--- src/rtl/aska_deadtime_pkg.sv ---
// Shared ASKA definitions: FSM state encodings, default bridge size and dead time.
package aska_deadtime_pkg;

  localparam int ASKA_NSW      = 32;
  localparam int ASKA_DEADTIME = 2;
  localparam int DT_W          = 4;

  typedef enum logic [1:0] {
    ST_OFF   = 2'd0,
    ST_RUN   = 2'd1,
    ST_BREAK = 2'd2,
    ST_FAULT = 2'd3
  } dt_state_t;

endpackage

--- src/rtl/aska_dt_timer.sv ---
// Dead-time down-counter: load restarts the interval, clr abandons it,
// otherwise it counts down to zero and parks there.
module aska_dt_timer
  import aska_deadtime_pkg::*;
#(
  parameter int DEADTIME = ASKA_DEADTIME
) (
  input  logic clk,
  input  logic resetn,
  input  logic load,
  input  logic clr,
  output logic last,
  output logic zero
);

  logic [DT_W-1:0] cnt;

  // Interval counter; load wins over clr so a reload inside BREAK restarts it.
  always_ff @(posedge clk or negedge resetn) begin
    if (!resetn) begin
      cnt <= '0;
    end else if (load) begin
      cnt <= DT_W'(DEADTIME);
    end else if (clr) begin
      cnt <= '0;
    end else if (cnt != '0) begin
      cnt <= cnt - DT_W'(1);
    end
  end

  // last: this edge is the final one of the interval.
  assign last = (cnt == DT_W'(1));
  assign zero = (cnt == '0);

endmodule

--- src/rtl/aska_deadtime.sv ---
// Break-before-make guard between the pulse generator and the H-bridge
// switches: turn-offs pass straight through, turn-ons wait out a dead time,
// and any P/N overlap request latches the bridge into FAULT.
module aska_deadtime
  import aska_deadtime_pkg::*;
#(
  parameter int NSW      = ASKA_NSW,
  parameter int DEADTIME = ASKA_DEADTIME
) (
  input  logic           clk,
  input  logic           resetn,
  input  logic           enable,
  input  logic [NSW-1:0] up_in,
  input  logic [NSW-1:0] down_in,
  input  logic [5:0]     dac_in,
  input  logic           pulse_active_in,
  input  logic           fault_clr,
  output logic [NSW-1:0] up_out,
  output logic [NSW-1:0] down_out,
  output logic [5:0]     dac_out,
  output logic           pulse_active_out,
  output logic           busy,
  output logic           fault
);

  dt_state_t      state, state_nxt;
  logic [NSW-1:0] app_up, app_dn, app_up_nxt, app_dn_nxt;
  logic [NSW-1:0] req_up, req_dn, req_up_nxt, req_dn_nxt;
  logic [NSW-1:0] up_p1, dn_p1, up_nxt, dn_nxt;
  logic [5:0]     dac_p1, dac_nxt;
  logic           vld_p1, vld_nxt;
  logic           busy_p1, fault_p1;
  logic           ovl, subset, req_chg;
  logic           tmr_load, tmr_clr, tmr_last, tmr_zero;

  aska_dt_timer #(.DEADTIME(DEADTIME)) u_timer (
    .clk    (clk),
    .resetn (resetn),
    .load   (tmr_load),
    .clr    (tmr_clr),
    .last   (tmr_last),
    .zero   (tmr_zero)
  );

  // Next state, next applied pattern and next registered outputs.
  always_comb begin
    state_nxt  = state;
    app_up_nxt = app_up;
    app_dn_nxt = app_dn;
    req_up_nxt = req_up;
    req_dn_nxt = req_dn;
    up_nxt     = '0;
    dn_nxt     = '0;
    dac_nxt    = '0;
    vld_nxt    = 1'b0;
    tmr_load   = 1'b0;
    ovl        = |(up_in & down_in);
    subset     = ((up_in & ~app_up) == '0) && ((down_in & ~app_dn) == '0);
    req_chg    = (up_in != req_up) || (down_in != req_dn);

    if (state != ST_OFF && ovl) begin
      state_nxt  = ST_FAULT;
      app_up_nxt = '0;
      app_dn_nxt = '0;
    end else begin
      case (state)
        ST_OFF: begin
          app_up_nxt = '0;
          app_dn_nxt = '0;
          if (enable) state_nxt = ST_RUN;
        end
        ST_RUN: begin
          if (!enable) begin
            state_nxt  = ST_OFF;
            app_up_nxt = '0;
            app_dn_nxt = '0;
          end else if (subset) begin
            // Unchanged or turn-off only: safe to apply at once.
            app_up_nxt = up_in;
            app_dn_nxt = down_in;
            up_nxt     = up_in;
            dn_nxt     = down_in;
            dac_nxt    = dac_in;
            vld_nxt    = pulse_active_in;
          end else begin
            // Turn-on requested: drop everything not kept, then wait.
            state_nxt  = ST_BREAK;
            app_up_nxt = app_up & up_in;
            app_dn_nxt = app_dn & down_in;
            up_nxt     = app_up & up_in;
            dn_nxt     = app_dn & down_in;
            vld_nxt    = vld_p1;
            req_up_nxt = up_in;
            req_dn_nxt = down_in;
            tmr_load   = 1'b1;
          end
        end
        ST_BREAK: begin
          if (!enable) begin
            state_nxt  = ST_OFF;
            app_up_nxt = '0;
            app_dn_nxt = '0;
          end else if (req_chg) begin
            // Request moved again: only ever narrow the bridge, restart wait.
            app_up_nxt = app_up & up_in;
            app_dn_nxt = app_dn & down_in;
            up_nxt     = app_up & up_in;
            dn_nxt     = app_dn & down_in;
            vld_nxt    = vld_p1;
            req_up_nxt = up_in;
            req_dn_nxt = down_in;
            tmr_load   = 1'b1;
          end else if (tmr_last || tmr_zero) begin
            state_nxt  = ST_RUN;
            app_up_nxt = up_in;
            app_dn_nxt = down_in;
            up_nxt     = up_in;
            dn_nxt     = down_in;
            dac_nxt    = dac_in;
            vld_nxt    = pulse_active_in;
          end else begin
            up_nxt  = app_up;
            dn_nxt  = app_dn;
            vld_nxt = vld_p1;
          end
        end
        ST_FAULT: begin
          app_up_nxt = '0;
          app_dn_nxt = '0;
          if (fault_clr) state_nxt = ST_OFF;
        end
        default: begin
          state_nxt  = ST_OFF;
          app_up_nxt = '0;
          app_dn_nxt = '0;
        end
      endcase
    end

    tmr_clr = (state_nxt != ST_BREAK);
  end

  // State, applied/requested patterns and the output stage.
  always_ff @(posedge clk or negedge resetn) begin
    if (!resetn) begin
      state    <= ST_OFF;
      app_up   <= '0;
      app_dn   <= '0;
      req_up   <= '0;
      req_dn   <= '0;
      up_p1    <= '0;
      dn_p1    <= '0;
      dac_p1   <= '0;
      vld_p1   <= 1'b0;
      busy_p1  <= 1'b0;
      fault_p1 <= 1'b0;
    end else begin
      state    <= state_nxt;
      app_up   <= app_up_nxt;
      app_dn   <= app_dn_nxt;
      req_up   <= req_up_nxt;
      req_dn   <= req_dn_nxt;
      up_p1    <= up_nxt;
      dn_p1    <= dn_nxt;
      dac_p1   <= dac_nxt;
      vld_p1   <= vld_nxt;
      busy_p1  <= (state_nxt == ST_BREAK);
      fault_p1 <= (state_nxt == ST_FAULT);
    end
  end

  assign up_out           = up_p1;
  assign down_out         = dn_p1;
  assign dac_out          = dac_p1;
  assign pulse_active_out = vld_p1;
  assign busy             = busy_p1;
  assign fault            = fault_p1;

endmodule

--- config.mk ---
export PLATFORM = sky130hd
export DESIGN_NAME = aska_deadtime
export DESIGN_NICKNAME = d
export VERILOG_FILES = /design/src/rtl/aska_deadtime_pkg.sv /design/src/rtl/aska_dt_timer.sv /design/src/rtl/aska_deadtime.sv
export SDC_FILE = /design/constraint.sdc
export NUM_CORES = 1
export LEC_CHECK = 0
export CORE_ASPECT_RATIO = 1.2
export CORE_MARGIN = 8
export CORE_UTILIZATION = 30
export CTS_CLUSTER_SIZE = 16
export DETAILED_ROUTE_END_ITERATION = 8
export SYNTH_ARGS = -nofsm -noshare
export SYNTH_HDL_FRONTEND = slang
export SYNTH_SLANG_ARGS = --single-unit
--- constraint.sdc ---
create_clock -name clk -period 5.5 [get_ports clk]
set_clock_uncertainty 0.05 [all_clocks]
set_input_delay 0.825 -clock clk [delete_from_list [all_inputs] [get_ports clk]]
set_output_delay 0.825 -clock clk [all_outputs]
set_load 0.005 [all_outputs]
# Word-level counts from Yosys, hierarchy flattened
# Index checks and enable logic that the tools add are counted.
[classes]
n_addsub = 1
bitwise = 8
reduce_logical = 16
muxes = 60
eq_ne = 16
[op_table]
columns = ["cell", "count"]
rows = [
  ["32-bit two-way mux", 22],
  ["32-bit one-hot mux with 2 select lines", 4],
  ["32-bit one-hot mux with 3 select lines", 2],
  ["32-bit AND", 5],
  ["32-bit zero test", 2],
  ["32-bit inequality test", 2],
  ["32-bit NOT", 2],
  ["6-bit two-way mux", 6],
  ["32-bit OR reduction", 1],
  ["2-bit two-way mux", 8],
  ["4-bit two-way mux", 3],
  ["4-bit inequality test, second input constant", 3],
  ["6-bit one-hot mux with 2 select lines", 1],
  ["1-bit two-way mux", 11],
  ["2-bit inequality test, second input constant", 5],
  ["2-bit equality test, second input constant", 4],
  ["2-bit one-hot mux with 4 select lines", 1],
  ["6-bit AND reduction", 1],
  ["4-bit by 1-bit equality test with 1-bit output, second input constant", 1],
  ["4-bit zero test", 1],
  ["1-bit one-hot mux with 2 select lines", 2],
  ["2-bit nonzero test", 2],
  ["4-bit nonzero test", 1],
  ["4-bit by 1-bit subtractor with 4-bit output, second input constant", 1],
  ["other kinds (8)", 10],
]
[totals]
register_bits = 207
in_bits = 75
out_inout_bits = 73
elab_cells = 113

# Longest topological paths before layout
[depth]
ltp_word = 11
depth_mapped = 9
mapped_depth_nobuf = 8

# Modules after synthesis
# From an unflattened synthesis, not the netlist that was laid out.
[hier_totals]
cells_unflattened = 921
hier_area_um2 = 11170.7
[by_module_without_submodules]
columns = ["module", "area_each_um2", "cells_per_inst", "seq_area_each_um2", "instances"]
rows = [
  ["aska_deadtime", 10928.0, 899, 5079.9, 1],
  ["aska_dt_timer", 242.7, 22, 100.1, 1],
]

# Least setup slack after synthesis
# No wires, ideal clock.
[synth_timing]
path_kind = "input-to-reg"
startpoint = "input port up_in[14]"
endpoint = "register req_dn[10]"
path_stages = 8
arrival_time_ns = 2.787
t_required_ns = 5.325
setup_slack_ns = 2.538
setup_ns = 0.125
path_buffers = 1
cell_sequence = "nor2b_1 a2111oi_0 nand4_1 nor4_4 nand2_1 nand4_2 buf_6 mux2_2"
[synth_between]
elab_chain_len = 5
word_cells_on_any_way = 12
cone_classes = "eq/ne: 3; bitwise: 3; reduce/logical: 6"
[synth_lines]
columns = ["item", "line_no", "source"]
rows = [
  ["start: declaration", "aska_deadtime.sv:13", "input logic [NSW-1:0] up_in,"],
  ["32-bit AND, on equally long branches", "aska_deadtime.sv:58, aska_deadtime.sv:57", ""],
  ["32-bit zero test / 32-bit OR reduction (equally long branches)", "aska_deadtime.sv:58, aska_deadtime.sv:57", ""],
  ["1-bit logical AND, on equally long branches", "aska_deadtime.sv:58, aska_deadtime.sv:61", ""],
  ["2-bit inequality test (no source line) / 1-bit NOT (equally long branches)", "-", ""],
  ["6-bit AND reduction (no source line) *", "-", ""],
  ["end signal: assignment", "aska_deadtime.sv:162", "req_dn <= req_dn_nxt;"],
  ["end: declaration", "aska_deadtime.sv:28", "logic [NSW-1:0] req_up, req_dn, req_up_nxt, req_dn_nxt;"],
]
# Every way passes the cells marked *; elsewhere a longest branch is shown, timed or not.
# A chain may end at the register's enable or synchronous reset.

# Worst setup path after layout
[layout_timing]
startpoint = "input port down_in[6]"
endpoint = "register req_up[16]"
[layout_between]
elab_chain_len = 5
word_cells_on_any_way = 12
cone_classes = "eq/ne: 3; bitwise: 3; reduce/logical: 6"
[layout_lines]
columns = ["item", "line_no", "source"]
rows = [
  ["start: declaration", "aska_deadtime.sv:14", "input logic [NSW-1:0] down_in,"],
  ["32-bit AND, on equally long branches", "aska_deadtime.sv:58, aska_deadtime.sv:57", ""],
  ["32-bit zero test / 32-bit OR reduction (equally long branches)", "aska_deadtime.sv:58, aska_deadtime.sv:57", ""],
  ["1-bit logical AND, on equally long branches", "aska_deadtime.sv:58, aska_deadtime.sv:61", ""],
  ["2-bit inequality test (no source line) / 1-bit NOT (equally long branches)", "-", ""],
  ["6-bit AND reduction (no source line) *", "-", ""],
  ["end signal: assignment", "aska_deadtime.sv:161", "req_up <= req_up_nxt;"],
  ["end: declaration", "aska_deadtime.sv:28", ""],
]
# Marked as above.

==> run_results.csv <==
group,metric,value,unit
run_status,status,"finished, violations left",
run_status,violations,"capacitance limit",
layout,nNetsFinal,1325,
sta,finalHoldViolations,0,
grt,overflow,0,
sta,final.setup.tns,0,ps
detailed_routing,routed_wl,41000,um
synthesis,ys_ff_latch,207,
place,port_buffers,147,
grt,antenna_found_initial,1,
sta,fin_crit_sh,0.849,
synthesis,yosys.area_share.simple,0.153,
synthesis,synthFlopType,"dfrtp_1",
synthesis,syn_inst,1135,
worst_setup_path,r2r_cells,8,
layout,area_growth,24.6,%
grt,grt_pass1_wl,63100,um
synthesis,ys_warn_count,0,
synthesis,ys_async_sr_fraction,1.00,
grt,grt.total_usage,0.184,
worst_setup_path,slowest_stage,"a2111oi_0",
worst_setup_path,path_cells,"clkdlybuf4s50_1 -> nor2b_1 -> a2111oi_0 -> nand4_1 -> nor4_4 -> nand2_1 -> nand4_4 -> buf_12 -> mux2_2",
hold_path,worstHoldPathType,"in -> async",
layout,layout.cells.non_filler,1741,
sta,max_freq,214,MHz
detailed_routing,vias,9764,
synthesis,synth_edf_count,0,
die,die-area,44200,sq um
worst_setup_path,cp-startpoint,"down_in[6]",
place,gp_congestion,0.895,
die,fp.coreArea,37500,sq um
pwr,peakVddDrop,206,uV
sta,rsz0062_at_grt,"false",
place,place_hpwl,28100,um
detailed_routing,dr.pass1.iters,5,
worst_setup_path,cpPeakStageDelay,1190,ps
grt,grt_pass1_vias,9924,
worst_setup_path,r2r-start,"app_dn[6]$_DFF_PN0_",
die,initial_core_util,0.302,
clocking,cts_tree,"done",
synthesis,synth_top_family_by_area,"compound AO/OA/AOI/OAI gates",
sta,slew_viol_final,0,
synthesis,synth_compound_area_frac,0.220,
clocking,cts.clk_slew.worst_paths,60,ps
die,num_rows,78,
detailed_routing,drtIter0Drc,929,
clocking,cts_sinks,207,
grt,grt_max_degree,118,
synthesis,synth_area,11300,sq um
place,dp_cells,1697,
clocking,clockBufferDepth,3,
sta,worstMarginPinSlew,1450,ps
synthesis,syn_nets,1217,
sta,whs,398,ps
die,fp.dieH,229,um
detailed_routing,drc,0,
worst_setup_path,required,5860,ps
detailed_routing,viasPerCell,5.61,
synthesis,syn-mean-instance-area,9.96,sq um
pwr,p_leak,0.00596,uW
run,maxCapViolations,1,
layout,layout-drive-gt1-share,0.106,
synthesis,synthAdderAreaFrac,0.00775,
die,io_pins,148,
layout,fin_util,0.376,
die,die_x,193,um
clocking,root_buffer,"clkbuf_16",
sta,relSlewSlack,0.0103,
place,postPlaceCellArea,13300,sq um
worst_setup_path,cp-start-kind,"input pin",
synthesis,synth_seq_area_share,0.458,
synthesis,synth-xor-area-share,0.0511,
synthesis,synth_mux_area_frac,0.0638,
sta,fin_crit,4670,ps
synthesis,synth.distinct_cells,46,
layout,fin_area,14100,sq um
pwr,powerDensity,242,nW/um^2
clocking,cts-resized-gates,0,
sta,finalSetupViolCount,0,
worst_setup_path,cp.arrival,5030,ps
clocking,cts_setup_buffers,0,
detailed_routing,ant_nets,0,
clocking,htree_levels,1,
worst_setup_path,timing.rr.end,"req_up[16]$_DFFE_PN0P_",
worst_setup_path,r2r_slack,1500,ps
clocking,postCtsHoldBufs,0,
clocking,cts_made_buffers,24,
detailed_routing,wl_per_cell,23.6,um
worst_setup_path,crit_type,"in -> reg",
worst_setup_path,path_max_fanout,29,
clocking,clock_latency,530,ps
worst_setup_path,endpoint_kind,"flop",
[power breakdown]
group	total, uW	internal [uW]	switching, uW
combinational	238	93.7	145
clock	1630	957	670
sequential	1550	1540	9.26
total	3410	2590	824
[worst max-delay path, delay by kind of cell]
family	cells	cell delay, ps
muxes	1	350
and+or+nand+nor	5	1750
buffers and inverters	2	880
AOI/OAI and AO/OA	1	1190
[metrics by stage]
| step | power, uW | worst slack (ps) |
|---|---|---|
| 6_report | 3410 | 832 |
| 5_1_grt | 3530 | 851 |
| 4_1_cts | 3460 | 936 |
| 3_5_place_dp | 1810 | 388 |
| 3_3_place_gp | 1810 | 460 |
| 2_1_floorplan | 1640 | 2540 |
[sequential cells by signal, summed over array words and instances (netlist names)]
register / flops
fault: 1
dac_out: 6
state: 2
req_dn: 32
down_out: 32
app_up: 32
req_up: 32
busy: 1
pulse_active_out: 1
app_dn: 32
up_out: 32
u_timer.cnt: 4
[final cells by class]
class | count | area (sq um)
clock buffer | 36 | 727
sequential | 207 | 5180
fill | 3773 | 23400
inverter | 26 | 97.6
multi-input combinational | 812 | 5670
antenna | 1 | 2.50
tap | 480 | 601
timing repair buffer | 172 | 1750
clock inverter | 7 | 67.6
[worst max path at each step]
stage | to | cells after the start | slack [ps]
3_3_place_gp | req_dn[0]$_DFFE_PN0P_ | 9 | 460
2_1_floorplan | req_dn[10]$_DFFE_PN0P_ | 8 | 2540
5_1_grt | req_up[15]$_DFFE_PN0P_ | 9 | 850
6_report | req_up[16]$_DFFE_PN0P_ | 9 | 830
4_1_cts | req_up[16]$_DFFE_PN0P_ | 9 | 940
3_5_place_dp | req_up[16]$_DFFE_PN0P_ | 9 | 390
[synthesized netlist by cell type, drive strengths merged (16+ instances only)]
cell / number / area, sq um
a2111oi: 16 / 141
a211oi: 66 / 500
a21oi: 131 / 656
and3: 110 / 688
buf: 27 / 180
clkbuf: 63 / 236
dfrtp: 207 / 5180
inv: 26 / 97.6
mux2: 64 / 721
nor2: 69 / 259
nor2b: 50 / 313
nor3: 21 / 105
nor4: 19 / 149
o211ai: 64 / 480
o21a: 64 / 480
xor2: 64 / 561
[cells by family after synthesis]
family,after synthesis
flops,207
buf+inv,116
xor+xnor,66
simple gates,304
fa+ha+maj,7
compound gates,371
mux,64
[routing by layer]
metal / track usage / share of wire
met2: 0.299 / 0.48
met3: 0.0267 / 0.055
met5: 0 / 0.00032
met1: 0.243 / 0.43
met4: 0.0717 / 0.036
[layout by cell type, fill, tap and decap left out, drive strengths merged, types with 9 or more instances in the layout]
master         count
nor2              69
clkdlybuf4s50    145
o21a              64
a2111oi           16
and3             110
nor3              21
clkbuf            37
inv               26
mux2              64
o211ai            64
a21oi            131
xor2              64
nor2b             50
buf               26
dfrtp            207
nand4             12
a211oi            66
and2               9
nor4              19
Power figures use the tool's default switching activity.
